File: src/rtl/uart_command_rx.sv
// uart_command_rx: 8N1 UART receiver with a registered command/difficulty
// decoder. Framed bytes appear on data_rx with a data_valid pulse; the
// decoder answers one cycle later with cmd_valid or unknown_char.
module uart_command_rx #(
  parameter int CLKS_PER_BIT = 434
) (
  input  logic       clk,
  input  logic       reset,
  input  logic       serial_in,
  output logic [7:0] data_rx,
  output logic       data_valid,
  output logic       framing_error,
  output logic [2:0] command,
  output logic [2:0] difficulty,
  output logic       cmd_valid,
  output logic       unknown_char
);

  localparam int CW = $clog2(CLKS_PER_BIT);
  localparam logic [CW-1:0] HALF_CNT = CW'(CLKS_PER_BIT / 2);
  localparam logic [CW-1:0] LAST_CNT = CW'(CLKS_PER_BIT - 1);

  typedef enum logic [1:0] {
    IDLE  = 2'd0,
    START = 2'd1,
    DATA  = 2'd2,
    STOP  = 2'd3
  } state_t;

  state_t        state_r;
  logic [CW-1:0] baud_cnt_r;
  logic [2:0]    bit_cnt_r;
  logic [7:0]    shift_r;
  logic          sync1_r;
  logic          sync2_r;
  logic          rx_s;

  assign rx_s = sync2_r;

  // Two-flop synchroniser; idles high so reset never looks like a start bit
  always_ff @(posedge clk or negedge reset) begin
    if (!reset) begin
      sync1_r <= 1'b1;
      sync2_r <= 1'b1;
    end else begin
      sync1_r <= serial_in;
      sync2_r <= sync1_r;
    end
  end

  // Receive FSM: start-bit qualification at mid-bit, then one sample per bit
  always_ff @(posedge clk or negedge reset) begin
    if (!reset) begin
      state_r       <= IDLE;
      baud_cnt_r    <= '0;
      bit_cnt_r     <= 3'd0;
      shift_r       <= 8'h00;
      data_rx       <= 8'h00;
      data_valid    <= 1'b0;
      framing_error <= 1'b0;
    end else begin
      data_valid    <= 1'b0;
      framing_error <= 1'b0;
      case (state_r)
        IDLE: begin
          baud_cnt_r <= '0;
          bit_cnt_r  <= 3'd0;
          if (!rx_s) begin
            state_r <= START;
          end else begin
            state_r <= IDLE;
          end
        end
        START: begin
          if (baud_cnt_r == HALF_CNT) begin
            baud_cnt_r <= '0;
            bit_cnt_r  <= 3'd0;
            // A line that is high again at mid-bit was only a glitch
            if (!rx_s) begin
              state_r <= DATA;
            end else begin
              state_r <= IDLE;
            end
          end else begin
            baud_cnt_r <= baud_cnt_r + 1'b1;
          end
        end
        DATA: begin
          if (baud_cnt_r == LAST_CNT) begin
            baud_cnt_r         <= '0;
            shift_r[bit_cnt_r] <= rx_s;
            if (bit_cnt_r == 3'd7) begin
              state_r <= STOP;
            end else begin
              bit_cnt_r <= bit_cnt_r + 3'd1;
            end
          end else begin
            baud_cnt_r <= baud_cnt_r + 1'b1;
          end
        end
        STOP: begin
          if (baud_cnt_r == LAST_CNT) begin
            baud_cnt_r <= '0;
            state_r    <= IDLE;
            if (rx_s) begin
              data_rx    <= shift_r;
              data_valid <= 1'b1;
            end else begin
              framing_error <= 1'b1;
            end
          end else begin
            baud_cnt_r <= baud_cnt_r + 1'b1;
          end
        end
        default: begin
          state_r    <= IDLE;
          baud_cnt_r <= '0;
          bit_cnt_r  <= 3'd0;
        end
      endcase
    end
  end

  // Decoder: acts on the byte latched by the previous cycle's data_valid
  always_ff @(posedge clk or negedge reset) begin
    if (!reset) begin
      command      <= 3'd0;
      difficulty   <= 3'd1;
      cmd_valid    <= 1'b0;
      unknown_char <= 1'b0;
    end else begin
      cmd_valid    <= 1'b0;
      unknown_char <= 1'b0;
      if (data_valid) begin
        case (data_rx)
          8'h53: begin command <= 3'd0; cmd_valid <= 1'b1; end
          8'h46: begin command <= 3'd1; cmd_valid <= 1'b1; end
          8'h4C: begin command <= 3'd2; cmd_valid <= 1'b1; end
          8'h52: begin command <= 3'd3; cmd_valid <= 1'b1; end
          8'h42: begin command <= 3'd4; cmd_valid <= 1'b1; end
          8'h31: begin difficulty <= 3'd1; cmd_valid <= 1'b1; end
          8'h32: begin difficulty <= 3'd2; cmd_valid <= 1'b1; end
          8'h33: begin difficulty <= 3'd3; cmd_valid <= 1'b1; end
          default: unknown_char <= 1'b1;
        endcase
      end else begin
        cmd_valid    <= 1'b0;
        unknown_char <= 1'b0;
      end
    end
  end

endmodule

File: config.mk
export PLATFORM = sky130hd
export DESIGN_NAME = uart_command_rx
export DESIGN_NICKNAME = d
export VERILOG_FILES = /design/src/rtl/uart_command_rx.sv
export SDC_FILE = /design/constraint.sdc
export NUM_CORES = 1
export LEC_CHECK = 0
export CORE_AREA = 2 2 71 73
export CTS_CLUSTER_DIAMETER = 40
export CTS_CLUSTER_SIZE = 8
export DETAILED_ROUTE_END_ITERATION = 16
export DIE_AREA = 0 0 73 75
export GPL_ROUTABILITY_DRIVEN = 0
export SLEW_MARGIN = 15
export SYNTH_ARGS = -nofsm -noshare
export SYNTH_HDL_FRONTEND = slang
export SYNTH_SLANG_ARGS = --single-unit
File: constraint.sdc
create_clock -name clk -period 2.05 [get_ports clk]
set_input_delay 0.41 -clock clk [delete_from_list [all_inputs] [get_ports clk]]
set_output_delay 0.41 -clock clk [all_outputs]
set_load 0.01 [all_outputs]
==> flow_metrics.py, run 1 <==
metrics = {
    "grt": {
        "grt_overflow": 0,
        "grt_pass1_vias": 1335,
        "grt_pass1_wl_um": 6230,
        "grt_use_total_pct": 15.1,
        "antenna_found_initial": 0,
        "grt_max_degree": 42,
    },
    "final_layout": {
        "final_layout_size_suffix_gt1_share_pct": 17.5,
        "nets": 200,
        "final_common_cell": "dfrtp_1",
        "antenna_cells": 0,
        "layout_common_cells": "dfrtp_1, clkdlybuf4s50_1, nor2_1, mux2_2, nand3_1",
        "syn_to_final_growth_pct": 16.4,
    },
    "timing": {
        "fin_worst_skew_ns": 0.00531,
        "rsz0062_at_grt": "no",
        "fmax_mhz": 546,
        "timing.setup.tns_ns": 0,
        "min_period_ns": 1.83,
        "worst_pin_slew_ns": 0.526,
        "final_hold_viol_count": 0,
        "fin_hold_ws_ns": 0.168,
        "maxSlewHeadroom_pct": 64.9,
        "drv_slew": 0,
        "finalSetupViolCount": 0,
        "period_share_pct": 89.4,
    },
    "synth": {
        "synth_nets": 177,
        "avgSynthCellArea_um2": 11.5,
        "ys_ff_latch": 41,
        "yosys-top-cells-area": "dfrtp_1, mux2_2, dfstp_2",
        "yosysWarningCount": 0,
        "synth_async_sr_flop_share_pct": 100,
        "synth_top_area_cell": "dfrtp_1",
        "syn-instance-count": 170,
        "synth_edf_count": 0,
        "yosysTopAreaCellShare_pct": 48.7,
        "ys_seq_area_share_pct": 52.8,
        "synth_area_um2": 1950,
        "netlist-cell-type-count": 45,
        "synthFlopType": "dfrtp_1",
    },
    "setup_path": {
        "worstPathArrival_ns": 2.00,
        "start_kind": "flip-flop",
        "critPathRequiredTime_ns": 2.22,
        "cp_max_fo": 10,
        "crit_type": "reg2reg",
        "endpoint_kind": "flip-flop",
    },
    "drt": {
        "vias": 1355,
        "finalWirelength_um": 3570,
        "first_iter_violations": 69,
        "drc": 0,
        "avgRoutedWirePerCell_um": 14.4,
        "first_pass_iters": 4,
        "vias_per_cell": 5.46,
        "ant_nets": 0,
    },
    "clocking": {
        "postCtsSetupBuffers": 0,
        "clkLatencyLatePin_ns": 0.29,
        "cts_buffer_depth": 2,
        "cts-resized-gates": 0,
        "clockRootBuffer": "clkbuf_8",
        "cts_tree": "built",
        "htreeDepth": 2,
        "cts_hold_buffers": 0,
        "clk_transition_reported_paths_ns": 0.07,
        "cts_inserted_buffers": 5,
        "cts.sinks": 41,
    },
    "placed_design": {
        "dpl.hpwl_um": 2550,
        "port_buffers": 19,
    },
    "die": {
        "ios": 21,
        "start_util_pct": 41.9,
        "die_area_um2": 5480,
        "core_um2": 4660,
        "die_w_um": 73,
        "die_h_um": 75,
        "rows": 25,
    },
    "power_and_ir_drop": {
        "powerDensity_nw_per_um2": 591,
        "peakVddDrop_v": 0.000257,
        "power.total_mw": 1.34,
        "p_leak_nw": 0.993,
    },
    "outcome": {
        "outcome": "finished clean",
    },
    "flow_run": {
        "max-cap-violations": 0,
    },
    "hold_path": {
        "worst_hold_path_type": "in2async",
    },
}
-- worst max-delay path, stage by stage (launching register included) --
cell      delay, ns
dfrtp_1        0.39
inv_1          0.06
ha_1           0.15
and4bb_4       0.29
nand2_8        0.10
nor4_1         0.35
mux2_1         0.37
-- cell usage after synthesis (3+ instances only) --
master / instances
inv_1: 4
xor2_1: 3
dfstp_2: 3
o21ai_0: 3
nor3_1: 9
xnor2_1: 6
a21o_1: 3
nor2b_1: 3
ha_1: 4
nand2_1: 8
mux2_2: 14
nand2b_1: 4
dfrtp_1: 38
nor2_1: 17
nand3_1: 11
nor4_1: 3
-- cell families after synthesis --
group / share of synthesized area, %
xor+xnor: 4.04
buf+inv: 1.79
fa+ha+maj: 2.56
compound gates: 7.44
other cells: 0.192
simple gates: 22.0
mux: 9.23
flops: 52.8
-- state kept, by name, indices dropped and copies added (netlist names), 2 cells and up, named ones only --
register	cells
baud_cnt_r	9
bit_cnt_r	3
command	3
data_rx	8
difficulty	2
shift_r	8
-- stage by stage --
step	instances	cell area [µm²]	worst slack (ns)	utilization, %
2_1_floorplan	170	1950	0.415	-
3_3_place_gp	240	2190	0.304	47.0
3_5_place_dp	240	2190	0.278	47.0
4_1_cts	248	2270	0.188	48.8
5_1_grt	248	2270	0.119	48.8
6_report	248	2270	0.217	48.8
-- final timing paths --
path | endpoint | cells past startpoint | slack, ns | startpoint
max | shift_r[1] | 6 | 0.22 | baud_cnt_r[1]
min | baud_cnt_r[6] | 2 | 0.17 | reset
max reg2reg | shift_r[1] | 6 | 0.22 | baud_cnt_r[1]
min reg2reg | rx_s | 0 | 0.36 | sync1_r
max in group asynchronous | difficulty[0] | 2 | 1.50 | reset
min in group clk | rx_s | 0 | 0.36 | sync1_r
-- report_power, final --
part / switching [mW] / internal (mW)
combinational: 0.0165 / 0.00401
clock: 0.264 / 0.242
sequential: 0.00349 / 0.812
-- area by class of cell --
class | instances | area (µm²)
tap | 54 | 67.6
sequential | 41 | 1030
fill | 440 | 2390
inverter | 4 | 15.0
multi-input combinational | 121 | 887
clock buffer | 8 | 80.1
timing repair buffer | 20 | 193
-- metal layers --
layer / up-vias / wire [µm] / global-route usage [%] / share of wire, %
met4: 0 / 57 / 6.17 / 1.6
met1: 661 / 1670 / 19.0 / 47
met5: - / 0 / 0 / 0
li1: 656 / - / - / -
met2: 32 / 1700 / 24.4 / 47
met3: 6 / 147 / 4.42 / 4.1
Note: power is estimated with default switching activity, not from simulation.
==> run 2, diff against run 1 <==
PLACE_DENSITY_LB_ADDON = 0.1   (was not set)
==> flow_metrics.py, run 2 (synthesis results as in run 1) <==
metrics = {
    "drt": {
        "first_pass_iters": 4,
        "first_iter_violations": 65,
        "finalWirelength_um": 3530,
        "drc": 0,
        "avgRoutedWirePerCell_um": 14.2,
        "vias": 1317,
        "ant_nets": 0,
        "vias_per_cell": 5.31,
    },
    "placed_design": {
        "postPlaceCellArea_um2": 2200,
        "port_buffers": 19,
        "dpl.hpwl_um": 2680,
    },
    "die": {
        "die_area_um2": 5480,
        "start_util_pct": 41.9,
        "die_w_um": 73,
        "ios": 21,
        "rows": 25,
        "die_h_um": 75,
        "core_um2": 4660,
    },
    "setup_path": {
        "crit_type": "reg2reg",
        "critPathRequiredTime_ns": 2.22,
        "endpoint_kind": "flip-flop",
        "cp_max_fo": 10,
        "start_kind": "flip-flop",
        "worstPathArrival_ns": 1.95,
    },
    "hold_path": {
        "worst_hold_path_type": "in2async",
    },
    "final_layout": {
        "nets": 200,
        "largestRegisters": "baud_cnt_r x9, data_rx x8, shift_r x8",
        "final_common_cell": "dfrtp_1",
        "fillerInstances": 427,
        "top_register": "baud_cnt_r",
        "layout_common_cells": "dfrtp_1, clkdlybuf4s50_1, nor2_1, mux2_2, nand3_1",
        "largest_reg_flops": 9,
        "stdcell_area_um2": 2280,
        "antenna_cells": 0,
        "syn_to_final_growth_pct": 17.1,
        "final_layout_size_suffix_gt1_share_pct": 17.5,
    },
    "timing": {
        "fin_worst_skew_ns": 0.00787,
        "drv_slew": 0,
        "fmax_mhz": 560,
        "min_period_ns": 1.79,
        "rsz0062_at_grt": "no",
        "period_share_pct": 87.1,
        "final_hold_viol_count": 0,
        "timing.setup.tns_ns": 0,
        "finalSetupViolCount": 0,
    },
    "clocking": {
        "clkLatencyLatePin_ns": 0.28,
        "cts_tree": "built",
        "postCtsSetupBuffers": 0,
        "htreeDepth": 2,
        "cts.sinks": 41,
        "cts_buffer_depth": 2,
        "clk_transition_reported_paths_ns": 0.07,
        "cts_hold_buffers": 0,
        "cts-resized-gates": 0,
        "cts_inserted_buffers": 5,
        "clockRootBuffer": "clkbuf_8",
    },
    "grt": {
        "grt_overflow": 0,
        "grt_pass1_vias": 1272,
        "grt_use_total_pct": 14.5,
        "antenna_found_initial": 0,
        "grt_pass1_wl_um": 5920,
        "grt_max_degree": 22,
    },
    "power_and_ir_drop": {
        "powerDensity_nw_per_um2": 580,
        "p_leak_nw": 0.998,
        "peakVddDrop_v": 0.000360,
    },
    "flow_run": {
        "max-cap-violations": 0,
    },
    "outcome": {
        "outcome": "finished clean",
    },
}
-- run 2: cell counts in the layout (fill, tap and decap cells not counted) --
Identical to the previous run, type by type.
-- run 2: final timing paths --
path / from / to / slack, ns / cells past startpoint
min reg2reg: sync1_r / rx_s / 0.37 / 0
max in group asynchronous: reset / difficulty[0] / 1.41 / 2
min in group clk: sync1_r / rx_s / 0.37 / 0
min: reset / command[1] / 0.07 / 1
max reg2reg: baud_cnt_r[1] / shift_r[3] / 0.26 / 6
max: baud_cnt_r[1] / shift_r[3] / 0.26 / 6
-- run 2: through the flow --
stage / utilization, % / std cells / hold slack [ns] / setup WS, ns / total power, mW
after floorplan: - / 170 / 0.114 / 0.415 / 0.833
after global placement: 47.3 / 240 / 0.350 / 0.302 / 0.856
after detailed placement: 47.3 / 240 / 0.353 / 0.254 / 0.856
after CTS: 49.0 / 248 / 0.0813 / 0.246 / 1.35
after global routing: 49.0 / 248 / 0.0955 / 0.160 / 1.39
final: 49.0 / 248 / 0.0744 / 0.265 / 1.33
-- run 2: area by class of cell --
cell class	instances	area (µm²)	share of cell area, %
sequential	41	1030	45.1
multi-input combinational	121	887	38.8
timing repair buffer	20	205	8.98
clock buffer	8	80.1	3.50
tap	54	67.6	2.96
inverter	4	15.0	0.657
-- run 2: report_power, final --
part	internal (mW)	switching (mW)	total, mW
Sequential	0.812	0.00366	0.816
Combinational	0.00655	0.0168	0.0233
Clock	0.242	0.245	0.486
Total	1.06	0.265	1.33
-- run 2: layer usage --
metal  vias up  track usage [%]  routed length [µm]  share of wire, %
li1        648                -                   -                 -
met1       640             18.9                1690                48
met2        24             22.9                1670                47
met3         5             3.61                 123               3.5
met4         0             7.00                  44               1.2
met5         -                0                   0                 0
-- run 2: critical path: stages, from the launching register on --
cell and delay [ns]:
dfrtp_1 0.41, inv_1 0.07, ha_1 0.15, and4bb_4 0.29, nand2_8 0.10, nor4_1 0.30
mux2_1 0.35
==> run 3, diff against run 2 <==
CTS_BUF_LIST = sky130_fd_sc_hd__clkbuf_4 sky130_fd_sc_hd__clkbuf_8   (was not set)
MAX_ROUTING_LAYER = met4   (was not set)
==> flow_metrics.py, run 3 (synthesis results as in run 1) <==
metrics = {
    "drt": {
        "first_pass_iters": 4,
        "vias_per_cell": 5.31,
        "first_iter_violations": 45,
        "ant_nets": 0,
        "finalWirelength_um": 3550,
        "vias": 1318,
        "avgRoutedWirePerCell_um": 14.3,
        "drc": 0,
    },
    "final_layout": {
        "stdcell_area_um2": 2300,
        "fillerInstances": 422,
        "final_common_cell": "dfrtp_1",
        "top_register": "baud_cnt_r",
        "final_cells": 248,
        "syn_to_final_growth_pct": 17.6,
        "nets": 200,
        "antenna_cells": 0,
        "largest_reg_flops": 9,
        "largestRegisters": "baud_cnt_r x9, data_rx x8, shift_r x8",
        "multi_input_area_um2": 887,
        "regArea_um2": 1030,
        "layout_common_cells": "dfrtp_1, clkdlybuf4s50_1, nor2_1, mux2_2, nand3_1",
        "final_layout_size_suffix_gt1_share_pct": 19.1,
    },
    "power_and_ir_drop": {
        "powerDensity_nw_per_um2": 595,
        "peakVddDrop_v": 0.000374,
        "p_leak_nw": 1.01,
    },
    "die": {
        "rows": 25,
        "die_h_um": 75,
        "ios": 21,
        "core_um2": 4660,
        "start_util_pct": 41.9,
        "die_area_um2": 5480,
        "die_w_um": 73,
    },
    "setup_path": {
        "r2r_setup_slack_ns": 0.26,
        "start_kind": "flip-flop",
        "critPathTopFamily": "simple AND/OR/NAND/NOR gates",
        "crit_cells": 6,
        "ff2ff_path_depth": 6,
        "critPathRequiredTime_ns": 2.22,
        "cpPeakStageDelay_ns": 0.41,
        "crit_type": "reg2reg",
        "endpoint_kind": "flip-flop",
        "r2r_end": "shift_r[3]",
        "slowest_stage": "dfrtp_1",
        "worstPathCellList": "inv_1 -> ha_1 -> and4bb_4 -> nand2_8 -> nor4_1 -> mux2_1",
        "worst-path-buf-inv": 1,
        "reg2reg_from": "baud_cnt_r[1]",
        "worstPathArrival_ns": 1.95,
        "cp_max_fo": 10,
    },
    "timing": {
        "fin_worst_skew_ns": 0.00713,
        "drv_slew": 0,
        "fmax_mhz": 560,
        "final_hold_viol_count": 0,
        "timing.setup.tns_ns": 0,
        "rsz0062_at_grt": "no",
        "final.setup.worst_slack_ns": 0.264,
        "min_period_ns": 1.79,
        "period_share_pct": 87.1,
        "finalSetupViolCount": 0,
    },
    "clocking": {
        "cts_inserted_buffers": 5,
        "cts_buffer_depth": 2,
        "postCtsSetupBuffers": 0,
        "cts_hold_buffers": 0,
        "cts-resized-gates": 0,
        "clkLatencyLatePin_ns": 0.28,
        "htreeDepth": 2,
        "cts_tree": "built",
        "cts.sinks": 41,
        "clockRootBuffer": "clkbuf_8",
        "clk_transition_reported_paths_ns": 0.07,
    },
    "grt": {
        "antenna_found_initial": 0,
        "grt_pass1_wl_um": 5940,
        "grt_use_total_pct": 15.0,
        "grt_max_degree": 22,
        "grt_overflow": 0,
        "grt_pass1_vias": 1276,
    },
    "flow_run": {
        "max-cap-violations": 0,
    },
    "placed_design": {
        "port_buffers": 19,
        "dpl_worst_slack_ns": 0.254,
        "postPlaceCellArea_um2": 2200,
        "dpl.hpwl_um": 2680,
        "dp_cells": 240,
    },
    "outcome": {
        "outcome": "finished clean",
    },
    "hold_path": {
        "worst_hold_path_type": "in2async",
    },
}
run 3: cell count changes in the layout (fill, tap and decap cells not counted):
cell	change
clkbuf_4	+3
clkbuf_1	-3
run 3: final cells by class:
class,count,share of cell area (%)
repair buffers,20,8.94
well taps,54,2.94
clock buffers,8,3.98
inverters,4,0.654
multi-input cells,121,38.6
flip-flops and latches,41,44.9
run 3: per-stage QoR:
| stage | hold slack (ns) | total power [mW] | utilization (%) |
|---|---|---|---|
| after global routing | 0.0968 | 1.43 | 49.3 |
| final | 0.0751 | 1.37 | 49.3 |
| after global placement | 0.350 | 0.856 | 47.3 |
| after detailed placement | 0.353 | 0.856 | 47.3 |
| after floorplan | 0.114 | 0.833 | - |
| after CTS | 0.0812 | 1.39 | 49.3 |
run 3: power breakdown:
group / total [mW] / internal (mW) / switching, mW
combinational: 0.0234 / 0.00655 / 0.0168
sequential: 0.816 / 0.812 / 0.00370
clock: 0.527 / 0.281 / 0.246
run 3: worst max path at each step:
stage / end / start
2_1_floorplan: shift_r[3] / baud_cnt_r[1]
3_3_place_gp: shift_r[3] / baud_cnt_r[1]
6_report: shift_r[3] / baud_cnt_r[1]
3_5_place_dp: shift_r[3] / baud_cnt_r[1]
5_1_grt: baud_cnt_r[4] / baud_cnt_r[1]
4_1_cts: shift_r[3] / baud_cnt_r[1]
run 3: per-layer routing:
metal  share of wire [%]  GRT usage, %  wire length [µm]
met5                   0             -                 0
met4                 1.7          6.38                59
met3                 3.6          3.61               129
met2                  47          22.8              1660
met1                  48          19.1              1710
